===== config.mk =====
export PLATFORM = sky130hd
export DESIGN_NAME = spu_slot_scheduler
export DESIGN_NICKNAME = d
export VERILOG_FILES = /design/src/rtl/spu_slot_scheduler.sv
export SDC_FILE = /design/constraint.sdc
export NUM_CORES = 1
export LEC_CHECK = 0
export ABC_AREA = 1
export CAP_MARGIN = 10
export CORE_UTILIZATION = 40
export DETAILED_ROUTE_END_ITERATION = 12
export PLACE_DENSITY = 0.61
export SETUP_SLACK_MARGIN = 0.15
export SLEW_MARGIN = 20
export SYNTH_ARGS = -nofsm -noshare
export SYNTH_HDL_FRONTEND = slang
export SYNTH_SLANG_ARGS = --single-unit

===== constraint.sdc =====
create_clock -name i_clk -period 3 [get_ports i_clk]
set_clock_uncertainty 0.15 [all_clocks]
set_input_delay 0.45 -clock i_clk [delete_from_list [all_inputs] [get_ports i_clk]]
set_output_delay 0.45 -clock i_clk [all_outputs]
set_load 0.005 [all_outputs]

===== src/rtl/spu_slot_scheduler.sv =====
// SPU frame sequencer: 32 slots x 24 cycles, buffered key-on/key-off delivery
// and one RAM transfer grant per voice slot.
module spu_slot_scheduler (
  input  logic        i_clk,
  input  logic        n_rst,
  input  logic        i_enable,
  input  logic        i_konWrite,
  input  logic [23:0] i_konData,
  input  logic        i_koffWrite,
  input  logic [23:0] i_koffData,
  input  logic        i_xferReq,
  input  logic        i_xferIsRead,
  output logic [4:0]  o_voiceCounter,
  output logic [4:0]  o_currVoice,
  output logic        o_reverbInactive,
  output logic [2:0]  o_reverbSlot,
  output logic        o_sampleTick,
  output logic        o_kon,
  output logic        o_koff,
  output logic        o_isDMAXferRD,
  output logic        o_xferGrant,
  output logic        o_xferAck
);

  typedef enum logic [1:0] {StIdle, StGranted, StWait} xfer_state_e;

  xfer_state_e state_q, state_d;

  logic [4:0]  cnt_q, cnt_d;
  logic [4:0]  slot_q, slot_d;
  logic [23:0] kon_pend_q, kon_pend_d;
  logic [23:0] koff_pend_q, koff_pend_d;
  logic        evt_q, evt_d;
  logic        kon_q, kon_d;
  logic        koff_q, koff_d;
  logic        tick_q, tick_d;
  logic        grant_q, grant_d;
  logic        ack_q, ack_d;
  logic        is_rd_q, is_rd_d;

  logic        voice_slot;
  logic        grant_fire;
  logic [23:0] kon_vec, koff_vec, clr_mask;

  assign voice_slot = (slot_q < 5'd24);

  // Slot position and key-event outputs are computed one cycle ahead so that
  // they appear registered exactly at the cycle they describe.
  always_comb begin
    cnt_d  = cnt_q;
    slot_d = slot_q;
    if (!i_enable) begin
      cnt_d  = 5'd0;
      slot_d = 5'd0;
    end else if (cnt_q == 5'd23) begin
      cnt_d  = 5'd0;
      slot_d = slot_q + 5'd1;
    end else begin
      cnt_d = cnt_q + 5'd1;
    end

    tick_d = i_enable && (slot_d == 5'd31) && (cnt_d == 5'd23);
    evt_d  = i_enable && (cnt_d == 5'd0) && (slot_d < 5'd24);

    // A write in the cycle before delivery is bypassed straight to the output.
    kon_vec  = kon_pend_q | (i_konWrite ? i_konData : 24'd0);
    koff_vec = koff_pend_q | (i_koffWrite ? i_koffData : 24'd0);
    kon_d    = evt_d && kon_vec[slot_d];
    koff_d   = evt_d && koff_vec[slot_d] && !kon_vec[slot_d];

    // Clearing happens at the end of the delivery cycle; a write landing in
    // that same cycle wins, so the event is re-delivered next frame.
    clr_mask    = (evt_q && i_enable && voice_slot) ? (24'd1 << slot_q) : 24'd0;
    kon_pend_d  = (kon_pend_q & ~clr_mask) | (i_konWrite ? i_konData : 24'd0);
    koff_pend_d = (koff_pend_q & ~clr_mask) | (i_koffWrite ? i_koffData : 24'd0);
  end

  assign grant_fire = i_enable && (state_q == StIdle) && voice_slot &&
                      (cnt_q == 5'd13) && i_xferReq;

  always_ff @(posedge i_clk or negedge n_rst) begin
    if (!n_rst) begin
      state_q <= StIdle;
    end else begin
      state_q <= state_d;
    end
  end

  always_comb begin
    state_d = state_q;
    unique case (state_q)
      StIdle:    if (grant_fire) state_d = StGranted;
      StGranted: state_d = StWait;
      StWait:    if (cnt_q == 5'd17) state_d = StIdle;
      default:   state_d = StIdle;
    endcase
    if (!i_enable) state_d = StIdle;
  end

  always_comb begin
    grant_d = grant_fire;
    ack_d   = i_enable && (state_q == StWait) && (cnt_q == 5'd17);
    is_rd_d = grant_fire ? i_xferIsRead : is_rd_q;
  end

  always_ff @(posedge i_clk or negedge n_rst) begin
    if (!n_rst) begin
      cnt_q       <= 5'd0;
      slot_q      <= 5'd0;
      kon_pend_q  <= 24'd0;
      koff_pend_q <= 24'd0;
      evt_q       <= 1'b0;
      kon_q       <= 1'b0;
      koff_q      <= 1'b0;
      tick_q      <= 1'b0;
      grant_q     <= 1'b0;
      ack_q       <= 1'b0;
      is_rd_q     <= 1'b0;
    end else begin
      cnt_q       <= cnt_d;
      slot_q      <= slot_d;
      kon_pend_q  <= kon_pend_d;
      koff_pend_q <= koff_pend_d;
      evt_q       <= evt_d;
      kon_q       <= kon_d;
      koff_q      <= koff_d;
      tick_q      <= tick_d;
      grant_q     <= grant_d;
      ack_q       <= ack_d;
      is_rd_q     <= is_rd_d;
    end
  end

  assign o_voiceCounter   = cnt_q;
  assign o_currVoice      = voice_slot ? slot_q : 5'd0;
  assign o_reverbInactive = voice_slot;
  assign o_reverbSlot     = voice_slot ? 3'd0 : slot_q[2:0];
  assign o_sampleTick     = tick_q;
  assign o_kon            = kon_q;
  assign o_koff           = koff_q;
  assign o_isDMAXferRD    = is_rd_q;
  assign o_xferGrant      = grant_q;
  assign o_xferAck        = ack_q;

endmodule


# == Word-level counts from Yosys, hierarchy flattened ==
# Index checks and enable logic that the tools add are counted.
# word_totals
register_bits,67
input_bits,55
output_inout_bits,20
elab_cells,70
# op_classes
n_addsub,2
magnitude_cmp,3
n_eq_ne,9
shifts,1
muxes,17
bitwise,7
n_reduce_logical,19
# op_table
operator,n
24-bit bitwise OR,4
24-bit two-way mux,3
24-bit AND,2
5-bit two-way mux,5
24-bit NOT,1
"1-bit by 5-bit left shift with 24-bit output, first input constant",1
"5-bit == test, second input constant",4
1-bit logical AND,15
"5-bit by 1-bit adder with 5-bit output, second input constant",2
1-bit binary-select mux with 5-bit select,2
"5-bit < comparator, second input constant",2
"5-bit by 6-bit < comparator with 1-bit output, second input constant",1
2-bit two-way mux,3
"3-bit != test, second input constant",2
2-bit one-hot mux with 3 select lines,1
"5-bit by 4-bit == test with 1-bit output, second input constant",1
5-bit zero test,1
3-bit two-way mux,1
"2-bit by 1-bit == test with 1-bit output, second input constant",1
"2-bit == test, second input constant",1
2-bit zero test,1
1-bit two-way mux,2
2-bit AND reduction,1
1-bit zero test,1

# == Depth between registers and ports, before layout ==
# Gate-level depths: netlist of run 1.
# depth
word_depth,8
depth_mapped,16
mapped_depth_nobuf,16

# == Least setup slack after synthesis of run 1 ==
# OpenSTA, ideal clock, no wires.
# synth_timing
path_kind,reg-to-reg
startpoint,register cnt_q[0] (netlist: o_voiceCounter[0])
endpoint,register koff_q (netlist: o_koff)
setup_ns,0.115
t_arrival_ns,1.738
required_time_ns,2.735
slack_ns,0.997
path_stages_with_launch,14
n_path_buf,2
synth_period_minus_slack_ns,2.003
path_cell_list,dfrtp_1 ha_1 nand2_1 clkinv_2 nand3_2 nand3_2 buf_6 buf_6 o211ai_1 nand2_1 nand2_1 nand3_1 nand2_1 nor2_1
# synth_via
elab_chain_len,8
word_cells_on_any_way,17
cone_classes,1 x add/sub; 1 x order compare; 1 x eq/ne; 8 x mux; 6 x reduce/logical
# synth_lines
item,line_no,rtl
"start, declared",29,"logic [4:0] cnt_q, cnt_d;"
"start signal, assigned",120,cnt_q <= cnt_d;
"parallel branches: the longest is 7 deep, another holds 5-bit == test",n/a,
1-bit logical AND *,69,koff_d = evt_d && koff_vec[slot_d] && !kon_vec[slot_d];
net koff_d,35,"logic koff_q, koff_d;"
"end signal, assigned",126,koff_q <= koff_d;
"end, declared",35,
# Mark *: on every way through the listed nets, which the timed path passes. The select of a mux whose other input is x is not followed.
# A chain may end at the register's enable or synchronous reset.

# == Worst setup path after layout of run 1 ==
# layout_timing
startpoint,register slot_q[3]
endpoint,output o_currVoice[2]
# layout_via
elab_chain_len,2
# layout_lines
item,line_no,rtl
"start, declared",30,"logic [4:0] slot_q, slot_d;"
"start signal, assigned",121,slot_q <= slot_d;
5-bit < comparator,45,assign voice_slot = (slot_q < 5'd24);
5-bit two-way mux,135,assign o_currVoice = voice_slot ? slot_q : 5'd0;
"end, declared",14,"output logic [4:0] o_currVoice,"
# Every way passes these cells.

==> results.sh, run 1 <==
export IMPL_switching_share_pct=24.1
export IMPL_grt_overflow_total=0
export IMPL_synth_area_per_cell_um2=7.62
export IMPL_startpoint_type_of_the_worst_setup_path="register"
export IMPL_setup_repair_after_global_routing_missed_its_margin="false"
export IMPL_commonest_register_cell_after_synthesis="dfrtp_1"
export IMPL_reg2reg_slack_ps=630
export IMPL_critPathMaxFanout=12
export IMPL_share_of_the_synthesized_area_in_the_top_cell_type_pct=44.3
export IMPL_ys_async_sr_fraction_pct=100
export IMPL_design_die_area_mm2=0.00986
export IMPL_syn_cell_area_mm2=0.00378
export IMPL_slowest_delay_ps=580
export IMPL_dpl_hpwl_mm=7.75
export IMPL_layout_min_cycle_time_ps=2470
export IMPL_fin_nets=638
export IMPL_drtIter0Drc=243
export IMPL_totalWireLength_mm=10.8
export IMPL_r2r_worst_path_cells=11
export IMPL_dr_total_vias=3615
export IMPL_grt_util_all_layers_pct=23.8
export IMPL_holdCritStartpoint="state_q[0]"
export IMPL_arrival_ps=1870
export IMPL_power_leakage_nw=2.41
export IMPL_timing_setup_tns_ps=0
export IMPL_grt_start_max_net_pins=47
export IMPL_finalSetupViolations=0
export IMPL_critPathKind="reg -> out"
export IMPL_setup_worst_path_end_class="primary output"
export IMPL_cp_startpoint="slot_q[3]"
export IMPL_worstPathRequired_ps=2400
export IMPL_yosys_register_bits=67
export IMPL_min_path_type="reg -> reg"
export IMPL_drt_pass1_iterations=9
export IMPL_internal_power_mw=1.53
export IMPL_final_fill_count=918
export IMPL_max_cap_violations=0
export IMPL_max_slew_margin_rel_pct=59.8
export IMPL_vias_per_cell=5.23
export IMPL_core_mm2=0.00920
export IMPL_timing_fmax_ghz=0.405
export IMPL_path_delay_family="buffers and inverters"
export IMPL_finish_cell_count_without_fillers=691
export IMPL_fp_dieW_um=99.3
export IMPL_final_layout_size_suffix_gt1_share_pct=8.62
export IMPL_synth_largest_area_cell="dfrtp_1"
export IMPL_cp_buffers_inverters=2
export IMPL_sw_pwr_mw=0.486
export IMPL_tritoncts_clock_tree="yes"
export IMPL_synth_top_cells_by_count="inv_1, nand2_1, dfrtp_1"
export IMPL_clk_latency_ps=350
export IMPL_dp_cells=674
export IMPL_clock_transition_at_the_registers_of_the_reported_paths_ps=80
export IMPL_report_final_hold_viol_count=0
export IMPL_route_antenna_remaining_nets=0
export IMPL_clock_sinks=67
export IMPL_cts_resized_gates=0
export IMPL_power_clock_fraction_pct=44.4
export IMPL_sequentialPowerShare_pct=45.7
export IMPL_synth_most_common_cell="inv_1"
export IMPL_max_slew_worst_pin_slew_ps=602
export IMPL_ctsLongestPathBuffers=2
export IMPL_average_detailed_routed_wire_length_per_instance_um=15.6
export IMPL_regToRegEndpoint="o_koff"
export IMPL_place_congestion=0.892
export IMPL_place_port_buffers=74
export IMPL_combPwrFrac_pct=9.9
export IMPL_height_of_the_chip_um=99.3
export IMPL_cts_htree_levels=3
export IMPL_synth_distinct_cells=30
export IMPL_yosys_top_cells_area="dfrtp_1, inv_1, nand2_1"
export IMPL_synthesis_instances=497
export IMPL_power_ir_vdd_worst_uv=209
export IMPL_cts_root_buffer="clkbuf_8"
export IMPL_start_util_pct=41.2
export IMPL_multi_input_comb_area_mm2=0.00162
export IMPL_diodes=0
export IMPL_drc=2
export IMPL_cellPowerDensity_mw_per_mm2=412
export IMPL_number_of_placed_i_o_pins=75
export IMPL_crit_cells=4
export IMPL_final_max_slew_viol_count=0
export IMPL_first_global_vias=3661
export IMPL_critical_path_reg2reg_startpoint="slot_q[0]"
export IMPL_seq_area_mm2=0.00168
export IMPL_post_synth_edffs=0
export IMPL_placement_rows=35
export IMPL_failing_checks="design-rule violations"
export IMPL_endpoint="o_currVoice[2]"
export IMPL_grt_first_pass_wirelength_mm=18.0
export IMPL_crit_path_top_delay_cell="dfrtp_1"
export IMPL_ys_seq_area_share_pct=44.3
export IMPL_syn2layout_area_growth_pct=29.4
export IMPL_synth_yosys_warnings=0
export IMPL_grt_antenna_before_repair=0
export IMPL_outcome="finished, violations left"
export IMPL_fin_total_pwr_mw=2.02
export IMPL_min_period_over_period_pct=82.3
export IMPL_cts_made_buffers=9
export IMPL_postSynthNetCount=560
export IMPL_timing_critical_path_cells="nand2_1 -> inv_1 -> nor2_1 -> clkdlybuf4s50_1"
power by group through the flow:
stage / sequential (mW) / combinational, mW / clock [mW]
finish: 0.920 / 0.200 / 0.895
global route: 0.921 / 0.224 / 0.953
CTS: 0.921 / 0.202 / 0.912
detailed placement: 0.938 / 0.200 / 0
global placement: 0.938 / 0.199 / 0
floorplan: 0.937 / 0.0696 / 0
state kept, by name, summed over array words and instances, names as in the netlist:
register        count
koff_pend_q        24
kon_pend_q         24
o_voiceCounter      5
slot_q              5
state_q             2
evt_q               1
o_isDMAXferRD       1
o_koff              1
o_kon               1
o_sampleTick        1
o_xferAck           1
o_xferGrant         1
stage by stage:
stage                     setup WS [ps]  util [%]  hold slack (ps)  area, µm²
final                               531      53.3              344       4900
after global routing                396      53.3              366       4900
after CTS                           525      53.3              343       4900
after detailed placement            577      50.6              320       4650
after global placement              590      50.6              319       4650
after floorplan                     997         -             4.41       3780
routing by layer:
layer / GRT usage [%] / vias up / part of all wire, % / wire (µm)
met5: 0 / - / 0 / 0
met4: 8.71 / 0 / 2.7 / 294
met3: 5.55 / 24 / 7.0 / 758
met1: 31.7 / 1644 / 46 / 4930
met2: 37.7 / 143 / 45 / 4810
li1: - / 1804 / - / -
layout by cell type, fill, tap and decap left out, types with 2 or more instances in the layout:
cell type	count
dfrtp_1	67
inv_1	94
nor3_1	11
nand3_2	3
nor2_1	37
buf_4	10
o22ai_1	38
nand2_4	2
or2_2	2
nand3_1	43
o211ai_1	2
clkdlybuf4s50_1	73
nand4_1	17
clkinvlp_4	2
bufinv_16	2
ha_1	8
nand2_1	71
a21oi_1	26
nor4_1	3
o21ai_0	37
clkbuf_8	11
inv_2	8
layout make-up:
| class | instances | share of cell area (%) |
|---|---|---|
| timing repair buffer | 86 | 17.2 |
| multi-input combinational | 308 | 33.0 |
| sequential | 67 | 34.2 |
| tap | 111 | 2.84 |
| clock inverter | 5 | 1.71 |
| inverter | 103 | 7.92 |
| clock buffer | 11 | 3.09 |
worst min-delay path by stage:
| stage | end | slack (ps) | cells after the start |
|---|---|---|---|
| floorplan | evt_q | 4 | 0 |
| global placement | koff_pend_q[1] | 320 | 1 |
| detailed placement | koff_pend_q[0] | 320 | 1 |
| CTS | state_q[0] | 340 | 1 |
| global route | state_q[0] | 370 | 1 |
| finish | state_q[0] | 340 | 1 |
what timing repair did:
item,CTS,global route
hold endpoints to repair,21,0
hold buffers,1,0
buffers inserted,0,0
cells by family after synthesis:
logic type,Yosys count,share of synthesized area (%)
fa+ha+maj,8,2.64
compound gates,105,15.5
flops,67,44.3
xor+xnor,1,0.231
buf+inv,122,13.0
simple gates,193,24.1
mux,1,0.297
(Power assumes the default switching activity.)
==> run 2: changes to the inputs <==
==> constraint.sdc (replaced) <==
create_clock -name i_clk -period 2.37 [get_ports i_clk]
set_clock_uncertainty 0.15 [all_clocks]
set_input_delay 0.3555 -clock i_clk [delete_from_list [all_inputs] [get_ports i_clk]]
set_output_delay 0.3555 -clock i_clk [all_outputs]
set_load 0.005 [all_outputs]
==> run 2 against run 1 <==
Against the previous run: the flow still finishes with violations (design-rule violations); critical path depth up 8; sequential share of layout area decreased by 2.1 points; via count grew 5.0%; die area unchanged; wire length increased by 2.8%; power up 39%; first-iteration DRC count shrank 15%; combinational power grew 38%.
==> results.sh, run 2 (synthesis results as in run 1) <==
export IMPL_outcome="finished, violations left"
export IMPL_failing_checks="design-rule violations"
export IMPL_fin_nets=656
export IMPL_grt_antenna_before_repair=0
export IMPL_startpoint_type_of_the_worst_setup_path="register"
export IMPL_clock_transition_at_the_registers_of_the_reported_paths_ps=80
export IMPL_top_layer_used="met4"
export IMPL_path_delay_family="simple AND/OR/NAND/NOR gates"
export IMPL_critical_path_reg2reg_startpoint="slot_q[1]"
export IMPL_most_repeated_library_cell_on_the_critical_path="nand2_1"
export IMPL_power_clock_fraction_pct=48.7
export IMPL_total_routed_wire_length_on_the_met1_layer_mm=4.99
export IMPL_height_of_the_chip_um=99.3
export IMPL_met2RoutedLength_mm=5.11
export IMPL_diodes=0
export IMPL_grt_first_pass_wirelength_mm=17.8
export IMPL_design_die_area_mm2=0.00986
export IMPL_timing_critical_path_cells="ha_2 -> ha_1 -> inv_1 -> nor2_1 -> nor3_4 -> inv_2 -> nand3_1 -> nand3_1 -> nand2_1 -> nand2_1 -> nand2_1 -> nor2_1"
export IMPL_sw_pwr_mw=0.600
export IMPL_place_port_buffers=74
export IMPL_drt_pass1_iterations=9
export IMPL_max_slew_margin_rel_pct=76.5
export IMPL_grt_overflow_total=0
export IMPL_first_global_vias=3616
export IMPL_layout_min_cycle_time_ps=2160
export IMPL_drc=2
export IMPL_cp_buffers_inverters=2
export IMPL_crit_cells=12
export IMPL_r2r_worst_path_cells=12
export IMPL_critPathKind="reg -> reg"
export IMPL_min_path_type="reg -> reg"
export IMPL_min_period_over_period_pct=91.0
export IMPL_vias_per_cell=5.35
export IMPL_final_layout_size_suffix_gt1_share_pct=13.9
export IMPL_average_detailed_routed_wire_length_per_instance_um=15.6
export IMPL_clk_latency_ps=340
export IMPL_setup_repair_after_global_routing_missed_its_margin="true"
export IMPL_internal_power_mw=2.21
export IMPL_clock_sinks=67
export IMPL_power_leakage_nw=2.54
export IMPL_placement_rows=35
export IMPL_power_ir_vdd_worst_uv=347
export IMPL_layout_commonest_cell="inv_1"
export IMPL_hold_depth=1
export IMPL_place_congestion=0.886
export IMPL_final_max_slew_viol_count=0
export IMPL_grt_util_all_layers_pct=23.4
export IMPL_met3_wire_length_um=734
export IMPL_setup_worst_path_end_class="register"
export IMPL_hold_path_endpoint="state_q[0]"
export IMPL_start_util_pct=41.2
export IMPL_dpl_hpwl_mm=8.12
export IMPL_holdCritStartpoint="state_q[0]"
export IMPL_critPathMaxFanout=7
export IMPL_layout_common_cells="inv_1, clkdlybuf4s50_1, nand2_1, dfrtp_1, nand3_1"
export IMPL_totalWireLength_mm=11.1
export IMPL_max_slew_worst_pin_slew_ps=349
export IMPL_max_cap_violations=0
export IMPL_core_mm2=0.00920
export IMPL_top_regs="koff_pend_q: 24 flops, kon_pend_q: 24 flops"
export IMPL_timing_fmax_ghz=0.463
export IMPL_arrival_ps=2250
export IMPL_cts_root_buffer="clkbuf_8"
export IMPL_tritoncts_clock_tree="yes"
export IMPL_grt_start_max_net_pins=33
export IMPL_route_antenna_remaining_nets=0
export IMPL_fin_total_pwr_mw=2.81
export IMPL_finalSetupViolations=0
export IMPL_dr_total_vias=3795
export IMPL_switching_share_pct=21.4
export IMPL_slowest_delay_ps=430
export IMPL_fp_dieW_um=99.3
export IMPL_syn2layout_area_growth_pct=38.0
export IMPL_crit_path_top_delay_cell="dfrtp_1"
export IMPL_report_final_hold_viol_count=0
export IMPL_regToRegEndpoint="o_koff"
export IMPL_timing_setup_tns_ps=0
export IMPL_cellPowerDensity_mw_per_mm2=537
export IMPL_reg2reg_slack_ps=210
export IMPL_sequentialPowerShare_pct=41.4
export IMPL_cts_htree_levels=3
export IMPL_combPwrFrac_pct=9.8
export IMPL_number_of_placed_i_o_pins=75
export IMPL_drtIter0Drc=206
export IMPL_cts_made_buffers=9
export IMPL_worstPathRequired_ps=2470
export IMPL_ctsLongestPathBuffers=2
==> run 2: cell types whose count changed in the layout (fill, tap and decap cells not counted), moves of 3 or more <==
cell / delta
inv_4: +4
buf_6: +3
inv_2: -3
buf_4: +11
nand2_2: +5
buf_12: +3
nand2_1: -6
bufinv_16: +3
==> run 2: area by class of cell <==
class | instances | area (µm²)
Fill cell | 882 | 3970
Sequential cell | 67 | 1680
Multi-Input combinational cell | 308 | 1680
Timing Repair Buffer | 104 | 1040
Inverter | 103 | 402
Clock inverter | 7 | 164
Tap cell | 111 | 139
Clock buffer | 9 | 124
==> run 2: what timing repair did <==
item                                    4_1_cts  5_1_grt
hold endpoints to repair                     61        0
buffers inserted                              0        5
hold buffers                                  1        0
gates cloned                                  0        1
resized for setup                             2       25
pin swaps                                     0        8
endpoints found under the setup margin        2        5
==> run 2: metal layers <==
layer,vias up,track usage [%]
li1,1841,-
met1,1761,31.9
met2,166,38.0
met3,27,3.23
met4,0,8.60
met5,-,0
==> run 2: power by group through the flow <==
stage | Clock (mW) | Sequential, mW | Combinational, mW
floorplan | 0 | 1.19 | 0.0881
CTS | 1.39 | 1.16 | 0.275
detailed placement | 0 | 1.19 | 0.272
global placement | 0 | 1.19 | 0.270
global route | 1.44 | 1.16 | 0.303
finish | 1.37 | 1.16 | 0.276
==> run 2: how the worst max path moves through the flow <==
stage / start / end / slack [ps]
2_1_floorplan: o_voiceCounter[0] / o_koff / 370
3_3_place_gp: i_koffWrite / o_koff / 120
3_5_place_dp: i_enable / o_isDMAXferRD / 110
4_1_cts: slot_q[0] / o_sampleTick / 200
5_1_grt: o_voiceCounter[1] / o_koff / 110
6_report: slot_q[1] / o_koff / 210
==> run 2: through the flow <==
step	cells	area [µm²]	setup slack [ps]	util, %	hold WS (ps)
floorplan	497	3780	367	-	-90.1
global placement	686	4780	117	52.0	243
detailed placement	686	4780	112	52.0	237
CTS	703	5080	199	55.3	348
global route	709	5230	115	56.8	372
finish	709	5230	212	56.8	351
